===== config.mk =====
export PLATFORM = sky130hd
export DESIGN_NAME = operand_select_stage
export DESIGN_NICKNAME = d
export VERILOG_FILES = /design/src/rtl/core_pkg.sv /design/src/rtl/mux_n.sv /design/src/rtl/operand_select_stage.sv
export SDC_FILE = /design/constraint.sdc
export NUM_CORES = 1
export LEC_CHECK = 0
export CAP_MARGIN = 0
export CELL_PAD_IN_SITES_DETAIL_PLACEMENT = 1
export CELL_PAD_IN_SITES_GLOBAL_PLACEMENT = 1
export CORE_ASPECT_RATIO = 0.5
export CORE_UTILIZATION = 21
export CTS_BUF_LIST = sky130_fd_sc_hd__clkbuf_4 sky130_fd_sc_hd__clkbuf_8 sky130_fd_sc_hd__clkbuf_16
export DETAILED_ROUTE_END_ITERATION = 16
export HOLD_SLACK_MARGIN = 0.12
export PLACE_DENSITY = 0.86
export SKIP_CTS_REPAIR_TIMING = 1
export SLEW_MARGIN = 5
export SYNTH_ARGS = -nofsm -noshare
export SYNTH_HDL_FRONTEND = slang
export SYNTH_SLANG_ARGS = --single-unit

===== constraint.sdc =====
create_clock -name clk -period 1.2 [get_ports clk]
set_input_delay 0.36 -clock clk [delete_from_list [all_inputs] [get_ports clk]]
set_output_delay 0.36 -clock clk [all_outputs]
set_load 0.005 [all_outputs]

===== src/rtl/core_pkg.sv =====
`default_nettype none
// ============================================================================
//  Module      : core_pkg
//  Description : Shared types and constants for the ID/EX operand select
//                stage: select-width helper and default source encodings.
//  Revision    : 1.0  initial release
// ============================================================================
package core_pkg;

    // Default operand source encodings for a 3-source lane.
    localparam int SRC_RF    = 0;   // register file read data
    localparam int SRC_EXMEM = 1;   // forward from EX/MEM
    localparam int SRC_MEMWB = 2;   // forward from MEM/WB

    // Width of a select field for n sources; never narrower than one bit.
    function automatic int sel_width(input int n);
        return (n <= 2) ? 1 : $clog2(n);
    endfunction

endpackage : core_pkg
`default_nettype wire


===== src/rtl/mux_n.sv =====
`default_nettype none
// ============================================================================
//  Module      : mux_n
//  Description : Purely combinational N:1 selector. Out-of-range select
//                codes route the last source and raise out_of_range.
//  Revision    : 1.0  initial release
// ============================================================================
module mux_n
    import core_pkg::*;
#(
    parameter int WIDTH  = 32,
    parameter int NUM_IN = 3,
    localparam int SELW  = sel_width(NUM_IN)
) (
    input  logic [NUM_IN*WIDTH-1:0] in_data,
    input  logic [SELW-1:0]         sel,
    output logic [WIDTH-1:0]        out_data,
    output logic                    out_of_range
);

    logic [WIDTH-1:0] w_sel_data;

    // Default to the last source so any code >= NUM_IN (legacy code 3 on a
    // 3-input mux) returns it; in-range codes override below.
    always_comb begin
        w_sel_data = in_data[(NUM_IN-1)*WIDTH +: WIDTH];
        for (int i = 0; i < NUM_IN - 1; i++) begin
            if (sel == SELW'(i)) begin
                w_sel_data = in_data[i*WIDTH +: WIDTH];
            end
        end
    end

    assign out_data = w_sel_data;

    // Zero-extended compare; folds to constant 0 when NUM_IN is a power of two.
    assign out_of_range = (32'(sel) >= 32'(NUM_IN));

endmodule : mux_n
`default_nettype wire


===== src/rtl/operand_select_stage.sv =====
`default_nettype none
// ============================================================================
//  Module      : operand_select_stage
//  Description : Registered NUM_LANES x (NUM_IN:1) operand selector at the
//                ID/EX boundary with stall, flush and a sticky out-of-range
//                select flag. All outputs come straight from flops.
//  Revision    : 1.0  initial release
// ============================================================================
module operand_select_stage
    import core_pkg::*;
#(
    parameter int WIDTH     = 32,
    parameter int NUM_IN    = 3,
    parameter int NUM_LANES = 2,
    localparam int SELW     = sel_width(NUM_IN)
) (
    input  logic                              clk,
    input  logic                              rst_n,
    input  logic [NUM_LANES*NUM_IN*WIDTH-1:0] in_data,
    input  logic [NUM_LANES*SELW-1:0]         sel,
    input  logic                              in_valid,
    input  logic                              stall,
    input  logic                              flush,
    output logic [NUM_LANES*WIDTH-1:0]        out_data,
    output logic                              out_valid,
    output logic                              sel_err
);

    logic [NUM_LANES*WIDTH-1:0] w_lane_data;
    logic [NUM_LANES-1:0]       w_lane_oor;
    logic                       w_any_oor;

    logic [NUM_LANES*WIDTH-1:0] r_out_data;
    logic                       r_out_valid;
    logic                       r_sel_err;

    // One independent selector per operand lane (lane 0 = rs, lane 1 = rt).
    for (genvar l = 0; l < NUM_LANES; l++) begin : g_lane
        mux_n #(
            .WIDTH  (WIDTH),
            .NUM_IN (NUM_IN)
        ) u_mux (
            .in_data      (in_data[l*NUM_IN*WIDTH +: NUM_IN*WIDTH]),
            .sel          (sel[l*SELW +: SELW]),
            .out_data     (w_lane_data[l*WIDTH +: WIDTH]),
            .out_of_range (w_lane_oor[l])
        );
    end

    assign w_any_oor = |w_lane_oor;

    // Pipeline register: reset > flush > stall > load. Flush leaves the
    // sticky error untouched; only a real instruction can set it.
    always_ff @(posedge clk) begin
        if (!rst_n) begin
            r_out_data  <= '0;
            r_out_valid <= 1'b0;
            r_sel_err   <= 1'b0;
        end else if (flush) begin
            r_out_data  <= '0;
            r_out_valid <= 1'b0;
        end else if (!stall) begin
            r_out_data  <= w_lane_data;
            r_out_valid <= in_valid;
            if (in_valid && w_any_oor) begin
                r_sel_err <= 1'b1;
            end
        end
    end

    assign out_data  = r_out_data;
    assign out_valid = r_out_valid;
    assign sel_err   = r_sel_err;

endmodule : operand_select_stage
`default_nettype wire


==> Word-level counts from Yosys, hierarchy flattened <==
Index checks and enable logic that the tools add are counted.
{ "totals": {"output_inout_bits": 66, "reg_bits": 66, "input_bits": 201, "word_cells": 20} }
{ "op_classes": {"bitwise_logic": 3, "n_lt_le_gt_ge": 2, "eq_ne": 2, "n_mux": 4, "reduce_logical": 6} }
{ "ops": {"columns": ["cell", "n"], "rows": [
  ["$mux 32", 4],
  ["$eq 2x1->1 const B", 2],
  ["$ge 2x2->1 const B", 2],
  ["$logic_not 2->1", 2],
  ["$reduce_or 2->1", 2],
  ["$not 1->1", 3],
  ["$reduce_and 3->1", 1],
  ["$logic_and 1x1->1", 1]
]} }

==> Longest topological paths before layout <==
Gate-level depths: netlist of run 1.
{ "logic_depth": {"depth_word": 4, "mapped_depth": 5} }

==> Cells and area by module <==
From an unflattened synthesis of run 1, not the netlist that was laid out.
{ "hier_totals": {"cells_unflattened": 432, "area_unflattened_um2": 3833.7} }
{ "by_module_without_submodules": {"columns": ["mod", "cells_each", "area_per_inst_um2", "instances"], "rows": [
  ["operand_select_stage", 216, 2409.8, 1],
  ["mux_n", 108, 711.9, 2]
]} }

==> Worst setup path before layout of run 1 <==
OpenSTA, ideal clock, no wires.
{ "synth_path": {"path_type": "input to register", "start": "input port stall", "end": "register r_out_data[26] (netlist: out_data[26])", "arrival_ns": 1.078, "setup_slack_ns": -0.014, "required_ns": 1.064, "path_stages": 5, "path_buffers": 3, "path_cell_list": "buf_2 -> buf_4 -> nor2_2 -> buf_2 -> a211oi_1"} }
{ "synth_lines": {"columns": ["item", "line_no", "text"], "rows": [
  ["start, declared", "operand_select_stage.sv:22", "input logic stall,"],
  ["end signal, assigned", "operand_select_stage.sv:63", "r_out_data <= w_lane_data;"],
  ["end, declared", "operand_select_stage.sv:33", "logic [NUM_LANES*WIDTH-1:0] r_out_data;"]
]} }

==> results of run 1 <==
## kinds of logic after synthesis
logic type,synth area share [%]
AO/OA/AOI/OAI,26.2
buffers and inverters,7.56
flip-flops,37.8
multiplexers,18.6
AND/OR/NAND/NOR,9.79
## cell type report
cell class / instances / area (sq um) / area share, %
tap: 221 / 277 / 3.77
inverter: 1 / 8.76 / 0.119
multi-input combinational: 229 / 2110 / 28.8
clock buffer: 13 / 255 / 3.48
sequential: 66 / 1330 / 18.1
timing repair buffer: 309 / 3320 / 45.2
clock inverter: 3 / 40.0 / 0.546
## routing by layer
layer  global-route usage (%)  part of all wire [%]  vias up
met2                     36.7                    56      115
li1                         -                     -     1870
met5                        0                     0        -
met4                     6.81                   4.6        0
met1                     19.6                    37     2061
met3                     2.96                   2.8       61
## sequential cells by signal (all words and copies together) (netlist names)
register / count
out_data: 64
out_valid: 1
sel_err: 1
## power breakdown
part,internal (mW),total [mW],leakage (nW),switching (mW)
Combinational,1.14,1.91,2.87,0.765
Clock,1.70,2.71,0.151,1.01
Sequential,2.30,2.36,0.543,0.0619
## metrics by stage
stage / std cells / util (%)
finish: 842 / 46.4
global placement: 810 / 41.2
global route: 842 / 46.4
detailed placement: 810 / 41.2
CTS: 826 / 43.0
floorplan: 332 / -
## worst max-delay path, delay by kind of cell
family | cells | cell delay [ps]
AOI/OAI and AO/OA | 1 | 350
buffers and inverters | 4 | 660
and+or+nand+nor | 1 | 70
## cell usage after synthesis
master,instances
dfxtp_1,66
mux2i_1,65
a211oi_1,38
o22ai_1,38
nor2_1,27
nor3b_1,26
a2111oi_2,23
buf_2,17
buf_4,9
clkbuf_1,4
a2111oi_1,3
buf_12,3
buf_6,2
nand2b_2,2
nor2_2,2
a22oi_1,1
buf_1,1
clkbuf_2,1
clkinv_2,1
nand2b_1,1
nor4b_1,1
o21a_1,1
## how the worst max path moves through the flow
| stage | slack [ps] | startpoint | to | depth (start not counted) |
|---|---|---|---|---|
| floorplan | -10 | stall | out_data[26] | 5 |
| global placement | -910 | stall | out_data[48] | 4 |
| detailed placement | -980 | stall | out_data[48] | 4 |
| CTS | -660 | stall | out_data[5] | 6 |
| global route | -90 | stall | out_data[61] | 6 |
| finish | -40 | stall | out_data[61] | 6 |
==> reports/qor.txt, run 1 <==
via count = 4,107
Mean Syn Cell Area = 10.5 sq um
failing checks = negative setup slack
drt pass-1 iters = 4
Place WS = -975 ps
antenna cells = 0
most common cell after layout, fill and taps aside = clkdlybuf4s50_1
Hold/Removal Path Class = in2reg
clock slew at reported path FFs = 60 ps
Fin. Hold Viols = 0
Worst Hold Endpoint = sel_err
post-synth top area share = 37.8%
via/cell ratio = 4.88
R2R cell count = 3
syn_nets = 533
DRC Markers = 0
H-tree Lvls = 3
port bufs = 266
vias in the first global route = 4,256
# clock sinks = 66
Period Utilization, post-route = 103%
initial antenna violation count = 0
Lkg Pwr = 3.56 nW
final wirelength = 19,600 um
Netlist Area Pre-Place = 0.00349 sq mm
Worst-Margin Slew = 673 ps
reg2reg setup slack = 300 ps
Max stage delay on crit path = 350 ps
post-synth cell types = 22
RePlAce Congestion = 0.779
hold_sp = rst_n
layout filler cell count = 1,670
cell taking the most area after synthesis = dfxtp_1
Post-DRT Antenna Nets = 0
CTS tree = done
Area contributors post-synth = dfxtp_1 38%, mux2i_1 19%, a2111oi_2 9.9%
CTS max path bufs = 2
Worst R2R End = out_data[30]
sequential fraction of the synthesis area = 37.8%
Max Clock Freq = 806 MHz
standard-cell rows = 32
worst hold margin = 351 ps
Core ar. = 0.0158 sq mm
TritonCTS buffer count = 9
final worst setup slack = -40.9 ps
# IOs = 267
die area = 0.0172 sq mm
Total GRT Usage = 18.5%
area post-placement = 0.00651 sq mm
DR WL/cell = 23.3 um
most frequent cells in the layout = 193 x clkdlybuf4s50_1, 65 x mux2i_1, 60 x dfxtp_1
first-pass GRT wire length = 23,900 um
CP arrival = 1450 ps
Post-Synthesis Cells = 332
largest net degree at the start of global routing = 33
max-cap violations = 0
maximum fanout along the worst path = 13
post-synthesis register bit count = 66
Crit. End Element = register
post-layout min period = 1240 ps
R2R Path Start = out_data[30]
post-route cell area = 0.00734 sq mm
CP Launch Type = primary input
global route total overflow = 0
Initial Util = 22.1%
relative slew slack = 55.0%
pwr dens = 951 mW/mm^2
outcome = finished with violations
First DRT Iteration DRCs = 110
Die X-Extent = 184 um
HPWL after DPL = 13,000 um
crit-path cells = clkbuf_4 -> buf_12 -> inv_6 -> clkbuf_16 -> nor2_1 -> a2111oi_2
final-stage net count = 817
maximum VDD drop = 0.537 mV
total power = 6.98 mW
CTS root buf = clkbuf_16
final setup vio count = 15
critical path type = in2reg
area grow syn2layout = 110%
Clk Latency, worst-skew pair = 330 ps
layout cell share with drive strength beyond 1 = 21.9%
Die H = 93.2 um
yosys synthesis warning count = 0
Worst path slowest cell = a2111oi_2
Clock Skews = 0 ps
Setup TNS = -177 ps
max-slew violation count = 0
critical path data required time = 1410 ps
hold path depth = 2
No activity file was read; power rests on OpenSTA's default activity.
==> inputs of run 2 (changes only) <==
--- a/config.mk
+++ b/config.mk
@@ -12,7 +12,6 @@
 export CORE_UTILIZATION = 21
 export CTS_BUF_LIST = sky130_fd_sc_hd__clkbuf_4 sky130_fd_sc_hd__clkbuf_8 sky130_fd_sc_hd__clkbuf_16
 export DETAILED_ROUTE_END_ITERATION = 16
-export HOLD_SLACK_MARGIN = 0.12
 export PLACE_DENSITY = 0.86
 export SKIP_CTS_REPAIR_TIMING = 1
 export SLEW_MARGIN = 5
==> results of run 2 <==
Same layout as run 1: the final DEF is identical, and so are final timing and power.
==> inputs of run 3 (changes only) <==
--- a/config.mk
+++ b/config.mk
@@ -6,13 +6,11 @@
 export NUM_CORES = 1
 export LEC_CHECK = 0
 export CAP_MARGIN = 0
-export CELL_PAD_IN_SITES_DETAIL_PLACEMENT = 1
-export CELL_PAD_IN_SITES_GLOBAL_PLACEMENT = 1
 export CORE_ASPECT_RATIO = 0.5
-export CORE_UTILIZATION = 21
+export CORE_UTILIZATION = 31
 export CTS_BUF_LIST = sky130_fd_sc_hd__clkbuf_4 sky130_fd_sc_hd__clkbuf_8 sky130_fd_sc_hd__clkbuf_16
 export DETAILED_ROUTE_END_ITERATION = 16
-export PLACE_DENSITY = 0.86
+export PLACE_DENSITY = 0.88
 export SKIP_CTS_REPAIR_TIMING = 1
 export SLEW_MARGIN = 5
 export SYNTH_ARGS = -nofsm -noshare
==> constraint.sdc (replaced) <==
create_clock -name clk -period 1.1 [get_ports clk]
set_input_delay 0.33 -clock clk [delete_from_list [all_inputs] [get_ports clk]]
set_output_delay 0.33 -clock clk [all_outputs]
set_load 0.005 [all_outputs]
==> run 3 against run 2 <==
Compared with the run above: the run ends with design-rule violations, negative setup slack left; clock skew stayed put; final area is 4.0% higher; cell count decreased by 4.9%.
==> reports/qor.txt, run 3 (synthesis results as in run 1) <==
Lkg Pwr = 3.10 nW
final worst setup slack = -44.3 ps
pwr dens = 1030 mW/mm^2
area post-placement = 0.00661 sq mm
CTS tree = done
Max stage delay on crit path = 490 ps
CTS max path bufs = 2
hold path depth = 3
Die H = 77.0 um
# clock sinks = 66
CP Launch Type = primary input
RePlAce Congestion = 0.880
critical path data required time = 1320 ps
largest net degree at the start of global routing = 33
Total GRT Usage = 24.8%
Worst-Margin Slew = 523 ps
DRC Markers = 8
Finished Core Util = 72.2%
GR Util met2 = 45.6%
reg2reg setup slack = 90 ps
Worst Hold Endpoint = sel_err
met3 global-route usage = 6.11%
most frequent cells in the layout = 193 x clkdlybuf4s50_1, 66 x dfxtp_2, 65 x mux2i_1
GR peak layer = met2
Die X-Extent = 152 um
CP arrival = 1360 ps
R2R Path Start = out_data[62]
post-layout min period = 1140 ps
Largest delay share family, worst path = buffers and inverters
Setup TNS = -435 ps
standard-cell rows = 26
H-tree Lvls = 3
vias in the first global route = 4,254
Critical path origin = in_data[141]
WP buf/inv = 1
Initial Util = 33.0%
Clock Skews = 0 ps
initial antenna violation count = 1
met1 usage = 26.7%
Post-DRT Antenna Nets = 0
hold_sp = rst_n
Worst path slowest cell = clkdlybuf4s50_1
DR WL/cell = 21.4 um
layout filler cell count = 684
maximum fanout along the worst path = 1
first-pass GRT wire length = 22,400 um
critical path type = in2reg
worst hold margin = 411 ps
non-filler cells, final = 801
R2R cell count = 4
max-cap violations = 0
# IOs = 267
Fin. Hold Viols = 0
layout cell share with drive strength beyond 1 = 43.0%
die area = 0.0117 sq mm
post-route cell area = 0.00763 sq mm
Clk Latency, worst-skew pair = 330 ps
TritonCTS buffer count = 9
First DRT Iteration DRCs = 213
via count = 4,350
max-slew violation count = 0
Hold/Removal Path Class = in2reg
failing checks = design-rule violations, negative setup slack
Worst R2R End = out_data[62]
drt pass-1 iters = 10
CTS root buf = clkbuf_16
relative slew slack = 65.0%
via/cell ratio = 5.43
crit-path cells = clkdlybuf4s50_1 -> mux2i_1 -> a2111oi_4
final-stage net count = 857
maximum VDD drop = 0.794 mV
final wirelength = 17,200 um
Crit. End Element = register
Placed Instances = 751
max FFs per register = 64
HPWL after DPL = 11,300 um
port bufs = 266
most common cell after layout, fill and taps aside = clkdlybuf4s50_1
clock slew at reported path FFs = 60 ps
final setup vio count = 43
Period Utilization, post-route = 104%
unrepaired setup endpoints after global routing = true
global route total overflow = 0
Core ar. = 0.0106 sq mm
outcome = finished with violations
area grow syn2layout = 119%
Max Clock Freq = 874 MHz
==> run 3: cell count changes in the layout (fill, tap and decap cells not counted), sizes merged <==
cell	change
buf	+86
dlymetal6s2s	-48
diode	+1
inv	-1
clkbuf	+2
==> run 3: worst max-delay path by stage <==
stage / endpoint / slack, ps / cells after the start
finish: out_data[45] / -40 / 3
floorplan: out_data[43] / -10 / 4
global placement: out_data[10] / -740 / 4
CTS: out_data[31] / -490 / 1
detailed placement: out_data[16] / -800 / 4
global route: out_data[45] / -80 / 6
==> run 3: final cells by class <==
cell class                      instances  area (sq um)  area share, %
Antenna cell                            1          2.50         0.0328
Clock buffer                           13           274           3.59
Clock inverter                          2          35.0          0.459
Inverter                                1          5.00         0.0656
Multi-Input combinational cell        229          2280           29.9
Sequential cell                        66          1400           18.4
Tap cell                              140           175           2.30
Timing Repair Buffer                  349          3460           45.3
==> run 3: metal layers <==
layer | share of wire [%] | vias to the layer above
met5 | 0 | -
met4 | 5.0 | 0
met3 | 5.0 | 70
met2 | 52 | 200
met1 | 38 | 2123
li1 | - | 1957
==> run 3: tightest hold or removal path: stages <==
cell	delay, ps
dlymetal6s2s_1	150
buf_4	130
o21a_1	100
==> run 3: power by group <==
| part | internal (mW) | switching (mW) | leakage, nW |
|---|---|---|---|
| Clock | 1.95 | 1.08 | 0.155 |
| Combinational | 1.35 | 0.838 | 2.38 |
| Sequential | 2.53 | 0.0848 | 0.568 |
==> run 3: metrics by stage <==
| stage | setup slack, ps | total power, mW |
|---|---|---|
| global placement | -736 | 4.47 |
| floorplan | -11.1 | 3.32 |
| CTS | -495 | 7.53 |
| finish | -44.3 | 7.83 |
| detailed placement | -801 | 4.52 |
| global route | -76.1 | 8.09 |
